===== src/rtl/riscv_pkg.sv =====
// Shared RV32I core definitions: datapath width, canonical NOP encoding, fetch-buffer entry.
// Latency: none (constants and types only).
// Backpressure: none.
package riscv_pkg;

  localparam int XLEN = 32;

  // addi x0, x0, 0
  localparam logic [XLEN-1:0] NOP_INSTR = 32'h0000_0013;

  typedef struct packed {
    logic [XLEN-1:0] pc;
    logic [XLEN-1:0] instr;
  } fetch_entry_t;

endpackage


===== src/rtl/fetch_fifo.sv =====
// Small synchronous FIFO holding fetched {pc, instr} entries ahead of IF/ID.
// Latency: a push is visible at the head the cycle after it is written.
// Backpressure: none internally; the producer must never push when full without popping.
//
// Ports: clk/reset (sync, active-high); push/pushData write; pop advances the head;
// clear empties the FIFO in one cycle; headData/count/full/empty describe current state.
module fetch_fifo #(
  parameter int DEPTH = 2,
  parameter int WIDTH = 64
) (
  input  logic                       clk,
  input  logic                       reset,
  input  logic                       push,
  input  logic                       pop,
  input  logic                       clear,
  input  logic [WIDTH-1:0]           pushData,
  output logic [WIDTH-1:0]           headData,
  output logic [$clog2(DEPTH+1)-1:0] count,
  output logic                       full,
  output logic                       empty
);

  localparam int AW = $clog2(DEPTH);
  localparam int CW = $clog2(DEPTH + 1);

  logic [WIDTH-1:0] mem [DEPTH];
  logic [AW-1:0]    wrPtr;
  logic [AW-1:0]    rdPtr;
  logic [CW-1:0]    used;

  always_ff @(posedge clk) begin
    if (reset || clear) begin
      wrPtr <= '0;
      rdPtr <= '0;
      used  <= '0;
    end else begin
      if (push) begin
        mem[wrPtr] <= pushData;
        wrPtr      <= wrPtr + AW'(1);
      end
      if (pop) begin
        rdPtr <= rdPtr + AW'(1);
      end
      case ({push, pop})
        2'b10:   used <= used + CW'(1);
        2'b01:   used <= used - CW'(1);
        default: ;
      endcase
    end
  end

  assign headData = mem[rdPtr];
  assign count    = used;
  assign full     = (used == CW'(DEPTH));
  assign empty    = (used == '0);

  // The fetch credit scheme guarantees a free slot for every response.
  assert property (@(posedge clk) disable iff (reset) !(push && full && !pop && !clear));

endmodule


===== src/rtl/fetch_unit.sv =====
// RV32I instruction-fetch stage: owns the PC, issues in-order imem requests, buffers responses.
// Latency: request accepted in N, response in N+L, instruction presented to IF/ID in N+L+1.
// Backpressure: StallF holds the head entry; issue stops once in-flight + buffered reaches FB_DEPTH.
//
// Ports: clk/reset (sync, active-high); StallF hold; PCSrcE/PCTargetE redirect;
// imem_req/imem_addr/imem_ready request side; imem_rvalid/imem_rdata in-order responses;
// InstrF/PCF/PCPlus4F/ValidF towards IF/ID.
// Optional macro FETCH_MISALIGN_TRAP_EN adds MisalignF: a misaligned redirect raises it and
// blocks issue until reset or the next aligned redirect.
module fetch_unit
  import riscv_pkg::*;
#(
  parameter logic [XLEN-1:0] RESET_PC = 32'h0000_0000,
  parameter int              FB_DEPTH = 2
) (
  input  logic            clk,
  input  logic            reset,
  input  logic            StallF,
  input  logic            PCSrcE,
  input  logic [XLEN-1:0] PCTargetE,
  output logic            imem_req,
  output logic [XLEN-1:0] imem_addr,
  input  logic            imem_ready,
  input  logic            imem_rvalid,
  input  logic [XLEN-1:0] imem_rdata,
  output logic [XLEN-1:0] InstrF,
  output logic [XLEN-1:0] PCF,
  output logic [XLEN-1:0] PCPlus4F,
  output logic            ValidF
`ifdef FETCH_MISALIGN_TRAP_EN
  ,
  output logic            MisalignF
`endif
);

  localparam int CW = $clog2(FB_DEPTH + 1);
  localparam int EW = $bits(fetch_entry_t);

  logic [XLEN-1:0] reqPc;     // next address to request
  logic [XLEN-1:0] respPc;    // pc of the next response that will be kept
  logic [CW-1:0]   inflight;  // accepted, response not yet seen
  logic [CW-1:0]   discard;   // in-flight responses belonging to a squashed path
  logic [CW-1:0]   fifoCount;
  logic [CW:0]     committed;
  logic [XLEN-1:0] target;
  logic            fifoEmpty;
  logic            unusedFifoFull;
  logic            pop;
  logic            push;
  logic            accept;
  logic            issueBlock;
  logic [EW-1:0]   fifoHead;
  fetch_entry_t    head;
  fetch_entry_t    pushEntry;

`ifdef FETCH_MISALIGN_TRAP_EN
  logic misalign;

  always_ff @(posedge clk) begin
    if (reset) begin
      misalign <= 1'b0;
    end else if (PCSrcE) begin
      misalign <= (PCTargetE[1:0] != 2'b00);
    end
  end

  assign MisalignF  = misalign;
  assign issueBlock = misalign;
`else
  logic unusedTargetLsbs;
  assign unusedTargetLsbs = ^PCTargetE[1:0];
  assign issueBlock       = 1'b0;
`endif

  assign target = {PCTargetE[XLEN-1:2], 2'b00};

  assign pop = ValidF && !StallF && !PCSrcE;

  // Slots already spoken for: responses still owed plus entries buffered, less the one leaving now.
  assign committed = {1'b0, inflight} + {1'b0, fifoCount} - {{CW{1'b0}}, pop};
  assign imem_req  = !reset && !PCSrcE && !issueBlock && (committed < (CW+1)'(FB_DEPTH));
  assign imem_addr = reqPc;
  assign accept    = imem_req && imem_ready;

  // A response landing in the redirect cycle belongs to the old path and is dropped.
  assign push = imem_rvalid && !PCSrcE && (discard == '0);

  always_ff @(posedge clk) begin
    if (reset) begin
      reqPc    <= RESET_PC;
      respPc   <= RESET_PC;
      inflight <= '0;
      discard  <= '0;
    end else begin
      case ({accept, imem_rvalid})
        2'b10:   inflight <= inflight + CW'(1);
        2'b01:   inflight <= inflight - CW'(1);
        default: ;
      endcase
      if (PCSrcE) begin
        reqPc   <= target;
        respPc  <= target;
        discard <= inflight - CW'(imem_rvalid);
      end else begin
        if (accept) begin
          reqPc <= reqPc + 32'd4;
        end
        if (imem_rvalid) begin
          if (discard != '0) begin
            discard <= discard - CW'(1);
          end else begin
            respPc <= respPc + 32'd4;
          end
        end
      end
    end
  end

  assign pushEntry.pc    = respPc;
  assign pushEntry.instr = imem_rdata;

  fetch_fifo #(
    .DEPTH (FB_DEPTH),
    .WIDTH (EW)
  ) u_fifo (
    .clk      (clk),
    .reset    (reset),
    .push     (push),
    .pop      (pop),
    .clear    (PCSrcE),
    .pushData (pushEntry),
    .headData (fifoHead),
    .count    (fifoCount),
    .full     (unusedFifoFull),
    .empty    (fifoEmpty)
  );

  assign head     = fifoHead;
  assign ValidF   = !fifoEmpty;
  assign InstrF   = fifoEmpty ? NOP_INSTR : head.instr;
  assign PCF      = fifoEmpty ? respPc : head.pc;
  assign PCPlus4F = PCF + 32'd4;

endmodule


===== config.mk =====
export PLATFORM = sky130hd
export DESIGN_NAME = fetch_unit
export DESIGN_NICKNAME = d
export VERILOG_FILES = /design/src/rtl/riscv_pkg.sv /design/src/rtl/fetch_fifo.sv /design/src/rtl/fetch_unit.sv
export SDC_FILE = /design/constraint.sdc
export NUM_CORES = 1
export LEC_CHECK = 0
export BUFFER_PORTS_ARGS = -buffer_cell sky130_fd_sc_hd__buf_2
export CAP_MARGIN = 20
export CORE_MARGIN = 2
export CORE_UTILIZATION = 40
export CTS_BUF_LIST = sky130_fd_sc_hd__clkbuf_4
export DETAILED_ROUTE_END_ITERATION = 10
export PLACE_DENSITY = 0.71
export RECOVER_POWER = 50
export SLEW_MARGIN = 0
export SYNTH_ARGS = -nofsm -noshare
export SYNTH_HDL_FRONTEND = slang
export SYNTH_SLANG_ARGS = --single-unit

===== constraint.sdc =====
create_clock -name clk -period 10 [get_ports clk]
set_clock_uncertainty 0.15 [all_clocks]
set_input_delay 1 -clock clk [delete_from_list [all_inputs] [get_ports clk]]
set_output_delay 1 -clock clk [all_outputs]
set_load 0.01 [all_outputs]

* Word-level counts from Yosys, hierarchy flattened *
Memory sizes are Yosys's and may differ from the RTL's. A register that Yosys moved wholly into a read port is not among the register bits.
Index checks and enable logic that the tools add are counted.

storage, ports and cells
  bits of input ports = 70
  output and inout bits = 130
  logic and storage cells = 71
  memory bits (writable) = 128
  memories kept = 1
  bits in registers = 72

operators by class
  equal/unequal tests = 5
  bitwise logic cells = 1
  $lt $le $gt $ge = 1
  $add $sub $neg = 13
  reductions and logical operators = 24
  muxes and demuxes = 17

memory list
  memory      depth  bits a word  read ports  clocked after Yosys merged registers in  wr ports  RTL line          text
  u_fifo.mem  2      64           1           1                                        1         fetch_fifo.sv:26  logic [WIDTH-1:0] mem [DEPTH];

operator list
  kind                     count
  $mux W32                 7
  $add A32 B3 Y32 const B  3
  $reduce_bool A2 Y1       6
  $pmux W2 S2              2
  $logic_and A1 B1 Y1      7
  $mux W2                  3
  $reduce_and A2 Y1        3
  $sub A2 B1 Y2 const B    3
  $mux W1                  5
  $add A2 B1 Y2 const B    2
  $eq A2 B1 Y1 const B     2
  $eq A2 B2 Y1 const B     2
  $logic_not A1 Y1         4
  $logic_not A2 Y1         2
  $add A2 B2 Y3            1
  $lt A3 B2 Y1 const B     1
  $sub A3 B1 Y3            1
  $add A1 B1 Y1 const B    2
  $ne A2 B2 Y1 const B     1
  $reduce_or A2 Y1         1
  $sub A2 B1 Y2            1
  $logic_or A1 B1 Y1       1
  $not A1 Y1               1

* Longest topological paths before layout *
Gate-level depths: netlist of the first run.

  word-level depth = 10
  mapped depth = 15
  mapped depth without buffers = 12

* By module *
A second synthesis of the first run with hierarchy kept.

unflattened totals
  cells, all modules = 862
  area, all modules = 9953.3 um^2

by module, submodules not included
  module      area an instance (um^2)  cells each  instances  seq. area each (um^2)
  fetch_unit  5119.9                   640         1          1281.2
  fetch_fifo  4833.4                   222         1          3943.8

* Worst setup path before layout of the first run *
Ideal clock, no wire load.

  path type = input to register
  start = input port PCSrcE
  end = memory u_fifo.mem[1][0], enable pin
  arrival = 6.082 ns
  stages on the path = 4
  setup slack = 3.196 ns
  path buffers = 1
  setup time = 0.571 ns
  data required time = 9.279 ns
  cells stage by stage = clkinv_1 -> clkbuf_1 -> nand3_1 -> nor3b_1

between the ends
  longest elaborated chain between the ends = 6
  elaborated cells between the ends (all ways) = 7
  classes of those cells = mux: 3; reduce/logical: 4

ends and longest elaborated chain
  element                           RTL line          text
  from (decl)                       fetch_unit.sv:19  input logic PCSrcE,
  $logic_not A1 Y1                  fetch_unit.sv:86  assign push = imem_rvalid && !PCSrcE && (discard == '0);
  $logic_and A1 B1 Y1 (2 in a row)  fetch_unit.sv:86
  $mux W1                           fetch_fifo.sv:37  if (push) begin
  $mux W1 *                         fetch_fifo.sv:32  if (reset || clear) begin
  $mux W1 (not written as such) *   fetch_fifo.sv:38  mem[wrPtr] <= pushData;
  to (decl)                         fetch_fifo.sv:26

Every way passes the cells marked *; elsewhere a longest branch is shown, timed or not.

* Worst setup path in the final report of the first run *
  start = input port reset
  end = memory u_fifo.mem[1][14], enable pin

between the ends
  longest elaborated chain between the ends = 3

ends and longest elaborated chain
  element                        RTL line          text
  from (decl)                    fetch_unit.sv:17  input logic reset,
  $logic_or A1 B1 Y1             fetch_fifo.sv:32
  $mux W1                        fetch_fifo.sv:32
  $mux W1 (not written as such)  fetch_fifo.sv:38

Every way passes these cells.

==> flow_metrics.tcl, run 1 <==
set metrics [dict create \
    status "complete, but fails checks" \
    violations "max-capacitance violations, max-slew violations" \
    p_leak_uw 0.00390 \
    fin_crit_sh_pct 53.1 \
    synth.area.top_cells "edfxtp_1 (39%), dfxtp_1 (15%), mux2i_1 (6.8%), xnor2_1 (4.2%), nor2_1 (3.8%)" \
    cts_made_buffers 17 \
    cts_tree "done" \
    postLayoutCoreUtil_pct 46.6 \
    synth_edf_count 124 \
    cpPeakStageDelay_ps 2610 \
    avgSynthCellArea_um2 10.9 \
    num_io_pins 200 \
    critPathLaunchType "input port" \
    stdcell_count 1381 \
    irDropWorstVdd_mv 0.0626 \
    port_buffers 191 \
    core-area_um2 23400 \
    synth_cell_type_count 62 \
    synth_area_leader_cell "edfxtp_1" \
    holdBufCountCts 0 \
    track_usage_pct 18.3 \
    synth_ff_type "edfxtp_1" \
    yosysTopAreaCellShare_pct 39.2 \
    drtAntennaViolNets 0 \
    cts_resized 0 \
    dr.pass1.iters 5 \
    area_growth_pct 14.8 \
    place_inst 1347 \
    max_freq_mhz 188 \
    die-width_um 158 \
    clk_latency_ps 580 \
    path_common_cell "clkbuf_1" \
    drv_slew 125 \
    htreeDepth 4 \
    finalHoldViolations 0 \
    gr-total-overflow 0 \
    setup_tns_ps 0 \
    setup_violations 0 \
    critPathArrivalTime_ps 5260 \
    yosys_warnings 0 \
    grt_max_degree 63 \
    die_y_um 158 \
    dpl.hpwl_mm 15.7 \
    vias_per_cell 5.24 \
    grt_pass1_wl_mm 35.6 \
    max-cap-violations 2 \
    critPathRequiredTime_ps 9960 \
    syn_area_um2 9500 \
    async_flop_share_pct 0 \
    path_delay_family "buffers and inverters" \
    vias 7234 \
    place_congestion 0.846 \
    fillers 2236 \
    relSlewSlack_pct -144 \
    path_max_fanout 62 \
    crit_chain "buf_2 -> clkbuf_1 -> nor3b_1 -> clkbuf_1" \
    initial_core_util_pct 40.6 \
    min_from "imem_addr[18]" \
    synth_seq_area_share_pct 53.7 \
    core.rowCount 56 \
    final_common_cell "buf_2" \
    cts_setup_buffers 0 \
    cts_root_buf "clkbuf_4" \
    synthCells 875 \
    rr_startpoint "u_fifo.count[1]" \
    nNetsFinal 1128 \
    crit_buf_inv 3 \
    crit_start "reset" \
    drc_errors 0 \
    dieArea_um2 25000 \
    wl_mm 22.9 \
    final_cell_mix "buf_2 (153), edfxtp_1 (124), nor2_1 (96)" \
    end_kind "flip-flop" \
    power_density_nw_per_um2 141 \
    worst_slew_pin_slew_ps 3660 \
    cts.sinks 193 \
    hold_class "reg -> reg" \
    wl_per_cell_um 16.6 \
    drtIter0Drc 489 \
    crit_path_top_delay_cell "clkbuf_1" \
    cts_buffer_depth 2 \
    path_class "in -> reg" \
    grt_pass1_vias 6711 \
    layout-drive-gt1-share_pct 23.1 \
    clk_pin_slew_ps 170 \
    ys_ff_latch 193 \
    fin_crit_ps 5310 \
    rsz0062_at_grt "no" \
    antenna_found_initial 1 \
]
[worst paths after layout]
kind / slack [ps] / cells past startpoint / endpoint
max: 4690 / 4 / u_fifo.mem[1][14]
min: 380 / 2 / imem_addr[18]
max reg2reg: 5550 / 12 / inflight[1]
min reg2reg: 380 / 2 / imem_addr[18]
[cells in the mapped netlist, types with 12 or more instances]
master    instances
xnor2_1          46
dfxtp_1          69
nand4_1          21
edfxtp_1        124
or3_1            12
xor2_1           23
inv_1            29
a31oi_1          22
clkbuf_1         25
a21oi_1          36
nor3_1           39
a211oi_1         12
nand3_1          25
mux2i_1          65
nor2_1           96
o21ai_0          28
nand2_1          55
[final cells by class]
cell class / count / area, um2 / share of cell area (%)
Antenna cell: 1 / 2.50 / 0.0229
Clock buffer: 17 / 128 / 1.17
Multi-Input combinational cell: 601 / 4020 / 36.8
Clock inverter: 15 / 149 / 1.36
Tap cell: 319 / 399 / 3.66
Inverter: 34 / 128 / 1.17
Sequential cell: 193 / 5110 / 46.8
Timing Repair Buffer: 201 / 976 / 8.95
[layer usage]
metal	share of wire, %	vias up	wire (um)	track usage [%]
met5	0	-	0	0
met4	0.75	0	172	4.12
met3	7.7	12	1770	3.56
met2	46	271	10500	29.6
met1	46	3447	10500	25.4
li1	-	3504	-	-
[worst register-to-register path: stages (launching register included)]
cell and delay [ps]:
dfxtp_1 400, nor2_4 60, buf_4 280, nor3_1 420, ha_1 310, nand2b_1 150, fa_1 390, xor2_1 180
and4_1 670, inv_2 460, ha_1 440, or3_1 350, a21oi_1 150
[flip-flops by register name, indices dropped and copies added (netlist names), named ones only]
| signal | count |
|---|---|
| u_fifo.mem | 124 |
| imem_addr | 30 |
| respPc | 30 |
| discard | 2 |
| inflight | 2 |
| u_fifo.count | 2 |
| u_fifo.rdPtr | 1 |
| u_fifo.wrPtr | 1 |
[cell families after synthesis]
kind of cell / count (synthesis) / share of synthesized area (%)
fa+ha+maj: 10 / 1.40
buf+inv: 86 / 4.27
flops: 193 / 53.7
simple gates: 301 / 16.5
xor+xnor: 69 / 6.36
compound gates: 140 / 9.62
mux: 75 / 8.03
other cells: 1 / 0.0395
[where the power goes]
| part | total (uW) | switching (uW) | internal [uW] | leakage (uW) |
|---|---|---|---|---|
| sequential | 909 | 31.6 | 877 | 0.00170 |
| clock | 414 | 282 | 132 | 0.000157 |
| combinational | 212 | 129 | 83.2 | 0.00205 |
[stage by stage]
step / area, um2 / total power [uW] / hold slack [ps] / setup slack (ps)
after global placement: 10700 / 1130 / 344 / 4910
after floorplan: 9520 / 1060 / 274 / 3200
after CTS: 11000 / 1550 / 374 / 4780
final: 10900 / 1540 / 376 / 4690
after global routing: 10900 / 1610 / 390 / 4390
after detailed placement: 10700 / 1140 / 349 / 4830
No activity file was read; power rests on OpenSTA's default activity.
==> run 2, diff against run 1 <==
Settings changed: ABC_AREA set to 1, PLACE_DENSITY 0.71 to 0.7.
Clock period 10 ns to 5.2 ns, I/O delays scaled along.
==> run 2 against run 1 <==
The run still ends with max-capacitance violations, max-slew violations left. Sequential power is 93% higher. Global-route usage is 2.4 points higher. Power is 100% higher. Worst setup slack worse by 3700 ps. Critical path depth is 10 higher. Non-clock buffer count is 34 higher. Largest cell class unchanged. Largest power group unchanged. Highest routed layer unchanged.
==> flow_metrics.tcl, run 2 <==
set metrics [dict create \
    status "complete, but fails checks" \
    violations "max-capacitance violations, max-slew violations" \
    r2r-end "imem_addr[28]" \
    crit_path_top_delay_cell "clkbuf_1" \
    finalHoldViolations 0 \
    hold_class "in -> reg" \
    grt_max_degree 72 \
    dieArea_um2 28300 \
    rsz0062_at_grt "no" \
    critPathLaunchType "input port" \
    placed_cell_area_um2 11900 \
    avgSynthCellArea_um2 7.54 \
    hold_end "respPc[17]" \
    dr.pass1.iters 5 \
    critPathRequiredTime_ps 5580 \
    layout-drive-gt1-share_pct 14.3 \
    setup_slack_ps 970 \
    ys_ff_latch 193 \
    place_congestion 0.903 \
    synth_common_cells "nand2_1 (580), edfxtp_1 (124), inv_1 (123)" \
    crit_chain "clkbuf_1 -> clkbuf_1 -> inv_4 -> nand2_1 -> clkinvlp_2 -> nand2_1 -> nor2_2 -> nand2_1 -> nand2_1 -> inv_2 -> nand2_1 -> nand2_1 -> inv_1 -> a21oi_1" \
    setup_tns_ps 0 \
    wl_per_cell_um 15.0 \
    stdcell_count 1995 \
    critPathArrivalTime_ps 4610 \
    port_buffers 191 \
    synth.area.top_cells "edfxtp_1 (35%), nand2_1 (20%), dfxtp_1 (13%), inv_1 (4.3%), nor2_1 (4.1%)" \
    cts.sinks 193 \
    nNetsFinal 1720 \
    cts_buffer_depth 2 \
    num_io_pins 200 \
    cts_tree "done" \
    r2r_cells 16 \
    dpl.hpwl_mm 21.5 \
    post-place-ws_ps 1000 \
    cts_resized 0 \
    core-area_um2 26700 \
    path_common_cell "nand2_1" \
    hold_depth 3 \
    final_cell_area_um2 12600 \
    synth_cell_type_count 45 \
    htreeDepth 4 \
    vias 9981 \
    die_y_um 168 \
    fin_crit_ps 4230 \
    path_class "in -> reg" \
    cts_made_buffers 17 \
    max_freq_mhz 236 \
    initial_core_util_pct 40.4 \
    drtIter0Drc 814 \
    relSlewSlack_pct -17.9 \
    syn_area_um2 10800 \
    max-cap-violations 1 \
    drc_errors 0 \
    die-width_um 168 \
    rr_startpoint "u_fifo.count[0]" \
    yosys_warnings 0 \
    ff2ff_setup_slack_ps 1010 \
    holdWs_ps 46.3 \
    synth_edf_count 124 \
    grt_pass1_vias 8874 \
    drv_slew 37 \
    crit_buf_inv 6 \
    place_inst 1924 \
    fin_crit_sh_pct 81.4 \
    wl_mm 29.8 \
    path_delay_family "buffers and inverters" \
    gr-total-overflow 0 \
    antenna_found_initial 1 \
    area_growth_pct 16.5 \
    core.rowCount 60 \
    vias_per_cell 5.00 \
    final_cell_mix "nand2_1 (581), buf_2 (139), edfxtp_1 (124)" \
    min_from "PCTargetE[17]" \
    yosysTopAreaCellShare_pct 34.5 \
    irDropWorstVdd_mv 0.124 \
    cts_root_buf "clkbuf_4" \
    clk_latency_ps 600 \
    synth.most_common_cell "nand2_1" \
    synth_area_leader_cell "edfxtp_1" \
    cpPeakStageDelay_ps 1290 \
    end_kind "flip-flop" \
    p_leak_uw 0.00531 \
    synthCells 1430 \
    track_usage_pct 20.7 \
    worst_slew_pin_slew_ps 1770 \
    setup_violations 0 \
    grt_pass1_wl_mm 46.4 \
    fillers 2736 \
    power_density_nw_per_um2 244 \
    async_flop_share_pct 0 \
    final_common_cell "nand2_1" \
    clk_pin_slew_ps 170 \
    synth_seq_area_share_pct 47.3 \
    top_register "u_fifo.mem" \
    largest_reg_flops 124 \
    synth_ff_type "edfxtp_1" \
    path_max_fanout 36 \
    drtAntennaViolNets 0 \
]
-- run 2: changes by cell type after synthesis, sizes merged, moves of 11 or more --
cell / change
nor2: +41
inv: +97
nand3: +56
a211oi: -12
mux2i: -65
nand2: +548
nor3: -28
or3: -12
xnor2: -41
a21oi: +25
o21ai: +17
a31oi: -11
and3: -11
-- run 2: cells by family (layout without fill, tap and decap cells) --
family | after synthesis | count (layout) | synth area share (%)
other cells | 1 | 7 | 0.0348
fa+ha+maj | 10 | 10 | 1.23
simple gates | 868 | 868 | 33.9
buf+inv | 181 | 399 | 7.81
xor+xnor | 32 | 32 | 2.60
flops | 193 | 193 | 47.3
compound gates | 145 | 145 | 7.12
-- run 2: power by group --
| group | internal, uW | total (uW) | switching [uW] |
|---|---|---|---|
| clock | 239 | 856 | 617 |
| combinational | 163 | 467 | 304 |
| sequential | 1690 | 1750 | 61.1 |
-- run 2: worst min-delay path, cell delays in order --
cell     delay, ps
buf_2          120
nand2_1         60
o21ai_0         60
-- run 2: metrics by stage --
step / total power (uW) / util, %
after CTS: 3090 / 47.2
after global routing: 3200 / 47.0
final: 3070 / 47.0
after detailed placement: 2230 / 44.7
after floorplan: 2050 / -
after global placement: 2210 / 44.7
-- run 2: metal layers --
layer / global-route usage (%) / vias up / part of all wire, %
li1: - / 5034 / -
met1: 29.4 / 4520 / 46
met2: 32.7 / 396 / 45
met3: 3.93 / 31 / 7.7
met4: 5.06 / 0 / 1.4
met5: 0 / - / 0
-- run 2: what timing repair did --
action / in CTS / in global routing
setup endpoints to repair: 0 / 0
hold buffers: 36 / 2
setup buffers: 0 / 0
endpoints found under the hold margin: 68 / 2
-- run 2: layout make-up --
type	count	area (um2)	area share (%)
antenna	1	2.50	0.0199
clock buffer	17	128	1.02
clock inverter	15	186	1.48
inverter	132	514	4.09
multi-input combinational	1061	4860	38.7
sequential	193	5110	40.6
tap	341	427	3.40
timing repair buffer	235	1340	10.7
-- run 2: worst max-delay path by stage --
stage,start,endpoint,cells after the start
global route,PCSrcE,imem_addr[18],14
CTS,u_fifo.count[0],imem_req,10
floorplan,PCSrcE,u_fifo.mem[0][0],6
global placement,u_fifo.count[0],imem_addr[25],16
finish,PCSrcE,imem_addr[28],14
detailed placement,u_fifo.count[0],imem_addr[28],16
